## src/rtl/fir_pkg.sv

```systemverilog
// -----------------------------------------------------------------------------
// fir_pkg
// Shared definitions for the FIR MAC engine:
//   - fir_state_e : engine FSM states (IDLE / RUN / HOLD)
//   - clog2_f     : ceiling log2, used for tap index widths
//   - acc_width   : accumulator width that cannot overflow over NTAP products
//   - sat_trunc   : signed clamp of a wide accumulator into an out_w-bit range
// sat_trunc is only called when FIR_SAT_EN is defined.
// -----------------------------------------------------------------------------
package fir_pkg;

    typedef enum logic [1:0] {
        IDLE = 2'd0,
        RUN  = 2'd1,
        HOLD = 2'd2
    } fir_state_e;

    // Widest accumulator the saturation helper can handle.
    localparam int SAT_MAXW = 256;

    function automatic int clog2_f(input int v);
        int r;
        r = 0;
        for (int i = 0; i < 31; i++) begin
            if ((1 << i) < v) begin
                r = i + 1;
            end
        end
        return r;
    endfunction

    // A full-precision product is dw+cw bits; summing nt of them needs
    // clog2(nt) extra guard bits.
    function automatic int acc_width(input int dw, input int cw, input int nt);
        return dw + cw + clog2_f(nt);
    endfunction

    // Clamp acc into [-2^(out_w-1), 2^(out_w-1)-1]. The result keeps the wide
    // width; the caller takes the low out_w bits.
    function automatic logic signed [SAT_MAXW-1:0] sat_trunc(
        input logic signed [SAT_MAXW-1:0] acc,
        input int                         out_w
    );
        logic signed [SAT_MAXW-1:0] one;
        logic signed [SAT_MAXW-1:0] max_v;
        logic signed [SAT_MAXW-1:0] min_v;
        one      = '0;
        one[0]   = 1'b1;
        max_v    = (one <<< (out_w - 1)) - one;
        min_v    = -max_v - one;
        if (acc > max_v) begin
            return max_v;
        end else if (acc < min_v) begin
            return min_v;
        end
        return acc;
    endfunction

endpackage

```

## src/rtl/fir_mac_unit.sv

```systemverilog
// -----------------------------------------------------------------------------
// fir_mac_unit
// Registered signed multiply-accumulate.
//   clk, rst : clock, asynchronous active-high reset (clears acc)
//   clr      : load accumulator with zero (wins over en)
//   en       : acc <= acc + a*b
//   a, b     : signed operands
//   sum      : combinational acc + a*b, i.e. the value acc takes when en=1.
//              Lets the caller register a result on the same edge that the
//              final product lands.
// -----------------------------------------------------------------------------
module fir_mac_unit #(
    parameter int A_W   = 32,
    parameter int B_W   = 32,
    parameter int ACC_W = 68
) (
    input  logic                    clk,
    input  logic                    rst,
    input  logic                    clr,
    input  logic                    en,
    input  logic signed [A_W-1:0]   a,
    input  logic signed [B_W-1:0]   b,
    output logic signed [ACC_W-1:0] sum
);

    logic signed [A_W+B_W-1:0] prod;
    logic signed [ACC_W-1:0]   acc_q;
    logic signed [ACC_W-1:0]   acc_d;

    assign prod = a * b;
    // Signed size cast sign-extends the product into the accumulator width.
    assign sum  = acc_q + ACC_W'(prod);

    always_comb begin
        acc_d = acc_q;
        if (clr) begin
            acc_d = '0;
        end else if (en) begin
            acc_d = sum;
        end
    end

    always_ff @(posedge clk or posedge rst) begin
        if (rst) begin
            acc_q <= '0;
        end else begin
            acc_q <= acc_d;
        end
    end

endmodule

```

## src/rtl/fir_mac_engine.sv

```systemverilog
// -----------------------------------------------------------------------------
// fir_mac_engine
// NTAP-deep signed FIR with a programmable coefficient bank, a sample delay
// line and one shared MAC evaluating one tap per cycle.
//   CLK, Reset          : clock; asynchronous active-high reset
//   tap_we/addr/wdata   : coefficient write, honoured only in IDLE and only
//                         for tap_addr < NTAP
//   x_valid/x_ready/X   : sample input handshake
//   y_valid/y_ready/Y   : result output handshake (Y held until accepted)
//   Done                : high in the cycle the result handshake completes
// Timing: sample accepted at edge 0, taps accumulated on edges 1..NTAP,
// y_valid rises with the last tap, so one result per NTAP+2 cycles.
// Optional macro FIR_SAT_EN: Y is the accumulator clamped to the signed
// OUT_W range; otherwise Y is the low OUT_W bits of the accumulator.
// -----------------------------------------------------------------------------
module fir_mac_engine
    import fir_pkg::*;
#(
    parameter int DATA_W = 32,
    parameter int COEF_W = 32,
    parameter int NTAP   = 11,
    parameter int ACC_W  = acc_width(DATA_W, COEF_W, NTAP),
    parameter int OUT_W  = 32
) (
    input  logic                        CLK,
    input  logic                        Reset,
    input  logic                        tap_we,
    input  logic [clog2_f(NTAP)-1:0]    tap_addr,
    input  logic [COEF_W-1:0]           tap_wdata,
    input  logic                        x_valid,
    output logic                        x_ready,
    input  logic [DATA_W-1:0]           X,
    output logic                        y_valid,
    input  logic                        y_ready,
    output logic [OUT_W-1:0]            Y,
    output logic                        Done
);

    localparam int              AW       = clog2_f(NTAP);
    localparam logic [AW-1:0]   LAST_TAP = AW'(NTAP - 1);

    fir_state_e               state_q, state_d;
    logic [AW-1:0]            cnt_q, cnt_d;
    logic signed [DATA_W-1:0] d_q [NTAP];
    logic signed [DATA_W-1:0] d_d [NTAP];
    logic signed [COEF_W-1:0] h_q [NTAP];
    logic signed [COEF_W-1:0] h_d [NTAP];
    logic [OUT_W-1:0]         y_q, y_d;
    logic                     y_valid_q, y_valid_d;

    logic                     accept;
    logic                     coef_we;
    logic                     mac_clr;
    logic                     mac_en;
    logic signed [DATA_W-1:0] mac_a;
    logic signed [COEF_W-1:0] mac_b;
    logic signed [ACC_W-1:0]  mac_sum;
    logic [OUT_W-1:0]         y_conv;

    assign x_ready = (state_q == IDLE);
    assign accept  = x_valid && x_ready;
    // A write in the accepting cycle lands on the same edge as the shift,
    // and taps are only read from the next cycle on, so it takes effect.
    assign coef_we = tap_we && (state_q == IDLE) && (tap_addr <= LAST_TAP);
    assign mac_a   = d_q[cnt_q];
    assign mac_b   = h_q[cnt_q];
    assign y_valid = y_valid_q;
    assign Y       = y_q;

    // Delay line and coefficient bank, one slot per tap.
    genvar gi;
    generate
        for (gi = 0; gi < NTAP; gi++) begin : g_tap
            assign h_d[gi] = (coef_we && (tap_addr == AW'(gi))) ? tap_wdata : h_q[gi];
            if (gi == 0) begin : g_head
                assign d_d[gi] = accept ? X : d_q[gi];
            end else begin : g_body
                assign d_d[gi] = accept ? d_q[gi-1] : d_q[gi];
            end

            always_ff @(posedge CLK or posedge Reset) begin
                if (Reset) begin
                    d_q[gi] <= '0;
                    h_q[gi] <= '0;
                end else begin
                    d_q[gi] <= d_d[gi];
                    h_q[gi] <= h_d[gi];
                end
            end
        end
    endgenerate

    fir_mac_unit #(
        .A_W   (DATA_W),
        .B_W   (COEF_W),
        .ACC_W (ACC_W)
    ) u_mac (
        .clk (CLK),
        .rst (Reset),
        .clr (mac_clr),
        .en  (mac_en),
        .a   (mac_a),
        .b   (mac_b),
        .sum (mac_sum)
    );

    // Output conversion works on the sum including the final product, so
    // Y is registered on the same edge as the last accumulation.
`ifdef FIR_SAT_EN
    assign y_conv = OUT_W'(sat_trunc(SAT_MAXW'(mac_sum), OUT_W));
`else
    assign y_conv = OUT_W'(mac_sum);
`endif

    always_comb begin
        state_d   = state_q;
        cnt_d     = cnt_q;
        y_d       = y_q;
        y_valid_d = y_valid_q;
        mac_clr   = 1'b0;
        mac_en    = 1'b0;
        Done      = 1'b0;
        case (state_q)
            IDLE: begin
                if (accept) begin
                    state_d = RUN;
                    cnt_d   = '0;
                    mac_clr = 1'b1;
                end
            end
            RUN: begin
                mac_en = 1'b1;
                cnt_d  = cnt_q + 1'b1;
                if (cnt_q == LAST_TAP) begin
                    state_d   = HOLD;
                    y_d       = y_conv;
                    y_valid_d = 1'b1;
                end
            end
            HOLD: begin
                if (y_valid_q && y_ready) begin
                    Done      = 1'b1;
                    y_valid_d = 1'b0;
                    state_d   = IDLE;
                end
            end
            default: begin
                state_d = IDLE;
            end
        endcase
    end

    always_ff @(posedge CLK or posedge Reset) begin
        if (Reset) begin
            state_q   <= IDLE;
            cnt_q     <= '0;
            y_q       <= '0;
            y_valid_q <= 1'b0;
        end else begin
            state_q   <= state_d;
            cnt_q     <= cnt_d;
            y_q       <= y_d;
            y_valid_q <= y_valid_d;
        end
    end

endmodule

```

## config.mk

```make
export PLATFORM = sky130hd
export DESIGN_NAME = fir_mac_engine
export DESIGN_NICKNAME = d
export VERILOG_FILES = /design/src/rtl/fir_pkg.sv /design/src/rtl/fir_mac_unit.sv /design/src/rtl/fir_mac_engine.sv
export SDC_FILE = /design/constraint.sdc
export NUM_CORES = 2
export LEC_CHECK = 0
export CORE_UTILIZATION = 40
export CTS_CLUSTER_DIAMETER = 30
export DETAILED_ROUTE_END_ITERATION = 7
export GPL_TIMING_DRIVEN = 0
export PLACE_DENSITY_LB_ADDON = 0.1
export SYNTH_ARGS = -nofsm -noshare
export SYNTH_HDL_FRONTEND = slang
export SYNTH_SLANG_ARGS = --single-unit
```

## constraint.sdc

```tcl
create_clock -name CLK -period 72.4 [get_ports CLK]
set_input_delay 10.86 -clock CLK [delete_from_list [all_inputs] [get_ports CLK]]
set_output_delay 10.86 -clock CLK [all_outputs]
set_load 0.005 [all_outputs]
```

==> flow_metrics.py <==
metrics = {
    "clock_tree": {
        "clock_path_buffers": 3,
        "clkSlewWorstSetupHoldPaths_ps": 40,
        "cts_made_buffers": 190,
        "cts_hold_repair.buffers": 0,
        "worstSkewPairLatency_ps": 810,
        "cts_resized": 0,
        "level_count_of_the_clock_h_tree": 4,
        "cts_post_setup_buffers_inserted": 0,
        "tritoncts_num_sinks": 775,
        "tritoncts": "built",
        "cts_root_buf": "sky130_fd_sc_hd__clkbuf_16",
    },
    "outcome": {
        "run_status": "finished, violations left",
        "failed_checks": "max-capacitance violations, max-slew violations",
    },
    "route": {
        "wirelength_mm": 189,
        "route.vias.total": 38435,
        "drcViolationCount": 0,
        "detail_route.wl_per_cell_um": 26.6,
        "route.detailed.vias_per_inst": 5.41,
        "firstDrtPassIters": 8,
        "antenna_violating_nets_remaining": 0,
        "drt-initial-drc-count": 3587,
    },
    "final_layout": {
        "fraction_of_layout_cells_with_a_size_suffix_above_1": 0.179,
        "num-nets-final": 5943,
        "area_delta_synth_final_pct": 20.0,
        "fillers": 11968,
    },
    "logic_synthesis": {
        "ys_types": 59,
        "synth-xor-area-share": 0.0154,
        "synth_fa_ha_area_frac": 0.208,
        "postSynthCellCount": 4972,
        "synth_mux_area_frac": 0.155,
        "netlist_area_mm2": 0.0514,
        "post_synth_and_or_nand_nor_area_fraction": 0.139,
        "synthesis.yosys.warnings": 0,
        "postSynthNetCount": 5636,
        "synth.ff_latch_count": 775,
        "synth_enable_flop_cells": 0,
        "synth-async-reset-ratio": 1.00,
        "dominant_combinational_cell_family_by_area_after_synthesis": "adder cells",
        "post_synth.cell_area_avg_um2": 10.3,
        "seq_area_frac_synth": 0.378,
        "synthesized_area_fraction_occupied_by_ao_oa_aoi_and_oai_cells": 0.0392,
        "ys.flop_type": "sky130_fd_sc_hd__dfrtp_1",
    },
    "sta": {
        "setup_viol_count_final": 0,
        "maxSlewHeadroom": -0.0348,
        "number_of_hold_violations_in_the_final_report": 0,
        "max_slew.worst_pin.slew_ps": 1550,
        "fin_worst_skew_ps": 66.4,
        "setup_repair_after_global_routing_missed_its_margin": "no",
        "maxClockFrequency_mhz": 43.7,
        "layout_worst_path_cycle_share": 0.316,
        "fin_setup_tns_ps": 0,
        "slew_violations": 9,
        "final_worst_path_period_need_ps": 22880,
    },
    "setup_path": {
        "capturing_element_type_of_the_critical_path": "output pin",
        "timing.setup.critical_path_class": "input pin to output pin",
        "critPathLaunch": "y_ready",
        "worstPathArrival_ps": 12020,
        "timing.critical_path.mode_cell": "sky130_fd_sc_hd__clkdlybuf4s50_1",
        "cp_max_fo": 2,
        "critPathBufInv": 2,
        "cp_data_required_time_ps": 61540,
        "worstSetupPathDepth": 4,
        "timing.critical_path.cells": "clkdlybuf4s50_1 > nand2_1 > nor2_1 > clkdlybuf4s50_1",
        "worst_r2r_src": "cnt_q[2]$_DFFE_PP0P_",
        "critical_path.top_delay_family": "buffers and inverters",
        "crit-reg2reg-capture": "Y[31]$_DFFE_PP0P_",
        "critical_path.startpoint_type": "input pin",
        "setup.reg_to_reg.worst_slack_ps": 59570,
        "reg2regPathDepth": 35,
        "cp-endpoint": "Done",
        "cpMaxStageDelayCell": "sky130_fd_sc_hd__clkdlybuf4s50_1",
        "timing.critical_path.slowest_cell_delay_ps": 510,
    },
    "die": {
        "initial_utilization": 0.403,
        "core.rowCount": 131,
        "die-area_mm2": 0.130,
        "die-width_um": 360,
        "io_pins": 108,
        "core_mm2": 0.128,
        "fp.dieH_um": 360,
    },
    "placement": {
        "port_buffers": 105,
        "globalplace.congestion": 0.941,
        "hpwl_mm": 138,
    },
    "grt": {
        "via_count_of_the_first_global_routing_pass": 39563,
        "gr-usage-all-layers": 0.295,
        "wire_length_of_the_first_global_routing_pass_mm": 276,
        "antenna_found_initial": 8,
        "grt_start_max_net_pins": 128,
        "overflow": 0,
    },
    "run": {
        "max_cap_viol_count": 2,
    },
    "worst_hold_path": {
        "hp-class": "register to register",
    },
}
[sequential cells by signal (all words and copies together), names as in the netlist]
name,cells
state_q,2
Y,32
u_mac.acc_q,32
h_q,352
cnt_q,4
y_valid,1
d_q,352
[worst min path at each step]
stage | startpoint | end | slack (ps) | depth (start not counted)
after CTS | d_q[112]$_DFFE_PP0P_ | d_q[80]$_DFFE_PP0P_ | 450 | 2
after detailed placement | d_q[20]$_DFFE_PP0P_ | d_q[20]$_DFFE_PP0P_ | 460 | 2
after global placement | d_q[25]$_DFFE_PP0P_ | d_q[25]$_DFFE_PP0P_ | 450 | 2
after floorplan | d_q[0]$_DFFE_PP0P_ | d_q[0]$_DFFE_PP0P_ | 440 | 2
after global routing | d_q[11]$_DFFE_PP0P_ | d_q[11]$_DFFE_PP0P_ | 480 | 2
final | d_q[112]$_DFFE_PP0P_ | d_q[80]$_DFFE_PP0P_ | 450 | 2
[per-layer routing]
metal,vias to the layer above,share of wire,global-route usage
met3,379,0.071,0.0543
met4,4,0.044,0.120
met1,19988,0.42,0.401
met5,-,0.00016,0
met2,1538,0.46,0.467
li1,16526,-,-
[placed cells by master, fill, tap and decap left out, types with 105 or more instances in the layout]
cell                                 n
sky130_fd_sc_hd__clkbuf_1          264
sky130_fd_sc_hd__mux4_2            128
sky130_fd_sc_hd__nor2_1            296
sky130_fd_sc_hd__inv_1             537
sky130_fd_sc_hd__mux2_2            408
sky130_fd_sc_hd__fa_1              438
sky130_fd_sc_hd__nand2_1          1322
sky130_fd_sc_hd__clkbuf_16         191
sky130_fd_sc_hd__clkdlybuf4s50_1   105
sky130_fd_sc_hd__dfrtp_1           775
sky130_fd_sc_hd__ha_1              153
[cells by family after synthesis]
group / count (synthesis)
AO/OA/AOI/OAI: 296
XOR/XNOR: 87
multiplexers: 582
AND/OR/NAND/NOR: 1797
adder cells (fa/ha/maj): 591
buffers and inverters: 844
flip-flops: 775
[metrics by stage]
| stage | util | instance area, µm² | cells | worst slack (ps) | hold WS, ps |
|---|---|---|---|---|---|
| floorplan | - | 51400 | 4972 | 39780 | 440 |
| global placement | 0.427 | 54500 | 6739 | 28940 | 451 |
| detailed placement | 0.429 | 54700 | 6749 | 49500 | 457 |
| CTS | 0.483 | 61600 | 7099 | 49500 | 452 |
| global route | 0.483 | 61600 | 7099 | 49460 | 482 |
| finish | 0.483 | 61600 | 7101 | 49520 | 452 |
[cells in the mapped netlist (all sizes together), types with 20 or more instances]
cell,count,area share
o21ai,84,0.0082
nor2,296,0.022
mux4,128,0.056
nand3,32,0.0031
inv,539,0.039
nand2b,62,0.0076
mux2,408,0.089
o22ai,20,0.0027
dfrtp,775,0.38
mux2i,46,0.0090
xnor2,63,0.011
nand2,1322,0.097
fa,438,0.17
buf,76,0.0097
nor2b,25,0.0030
a22oi,50,0.0073
clkbuf,229,0.017
or2,25,0.0030
xor2,22,0.0038
a21oi,50,0.0049
ha,153,0.037
[worst register-to-register path, delay by kind of cell (launching register included)]
kind                     cells  cell delay [ps]
AO/OA/AOI/OAI                7             2810
XOR/XNOR                     1              700
adder cells (fa/ha/maj)      9             4480
buffers and inverters       12             3410
flip-flops                   1              310
AND/OR/NAND/NOR              6              970
[layout make-up]
| type | count | area, µm² | share of cell area |
|---|---|---|---|
| inverters | 539 | 2030 | 0.0329 |
| multi-input cells | 3353 | 28600 | 0.464 |
| clock buffers | 257 | 5340 | 0.0866 |
| flip-flops and latches | 775 | 19400 | 0.315 |
| plain buffers | 305 | 1360 | 0.0220 |
| repair buffers | 115 | 1270 | 0.0206 |
| well taps | 1662 | 2080 | 0.0337 |
| clock inverters | 93 | 1540 | 0.0250 |
| diodes | 2 | 5.00 | 0.0000812 |
Power is not shown: default switching activity piles up to over one toggle a cycle in this logic, so the estimate is an artifact.
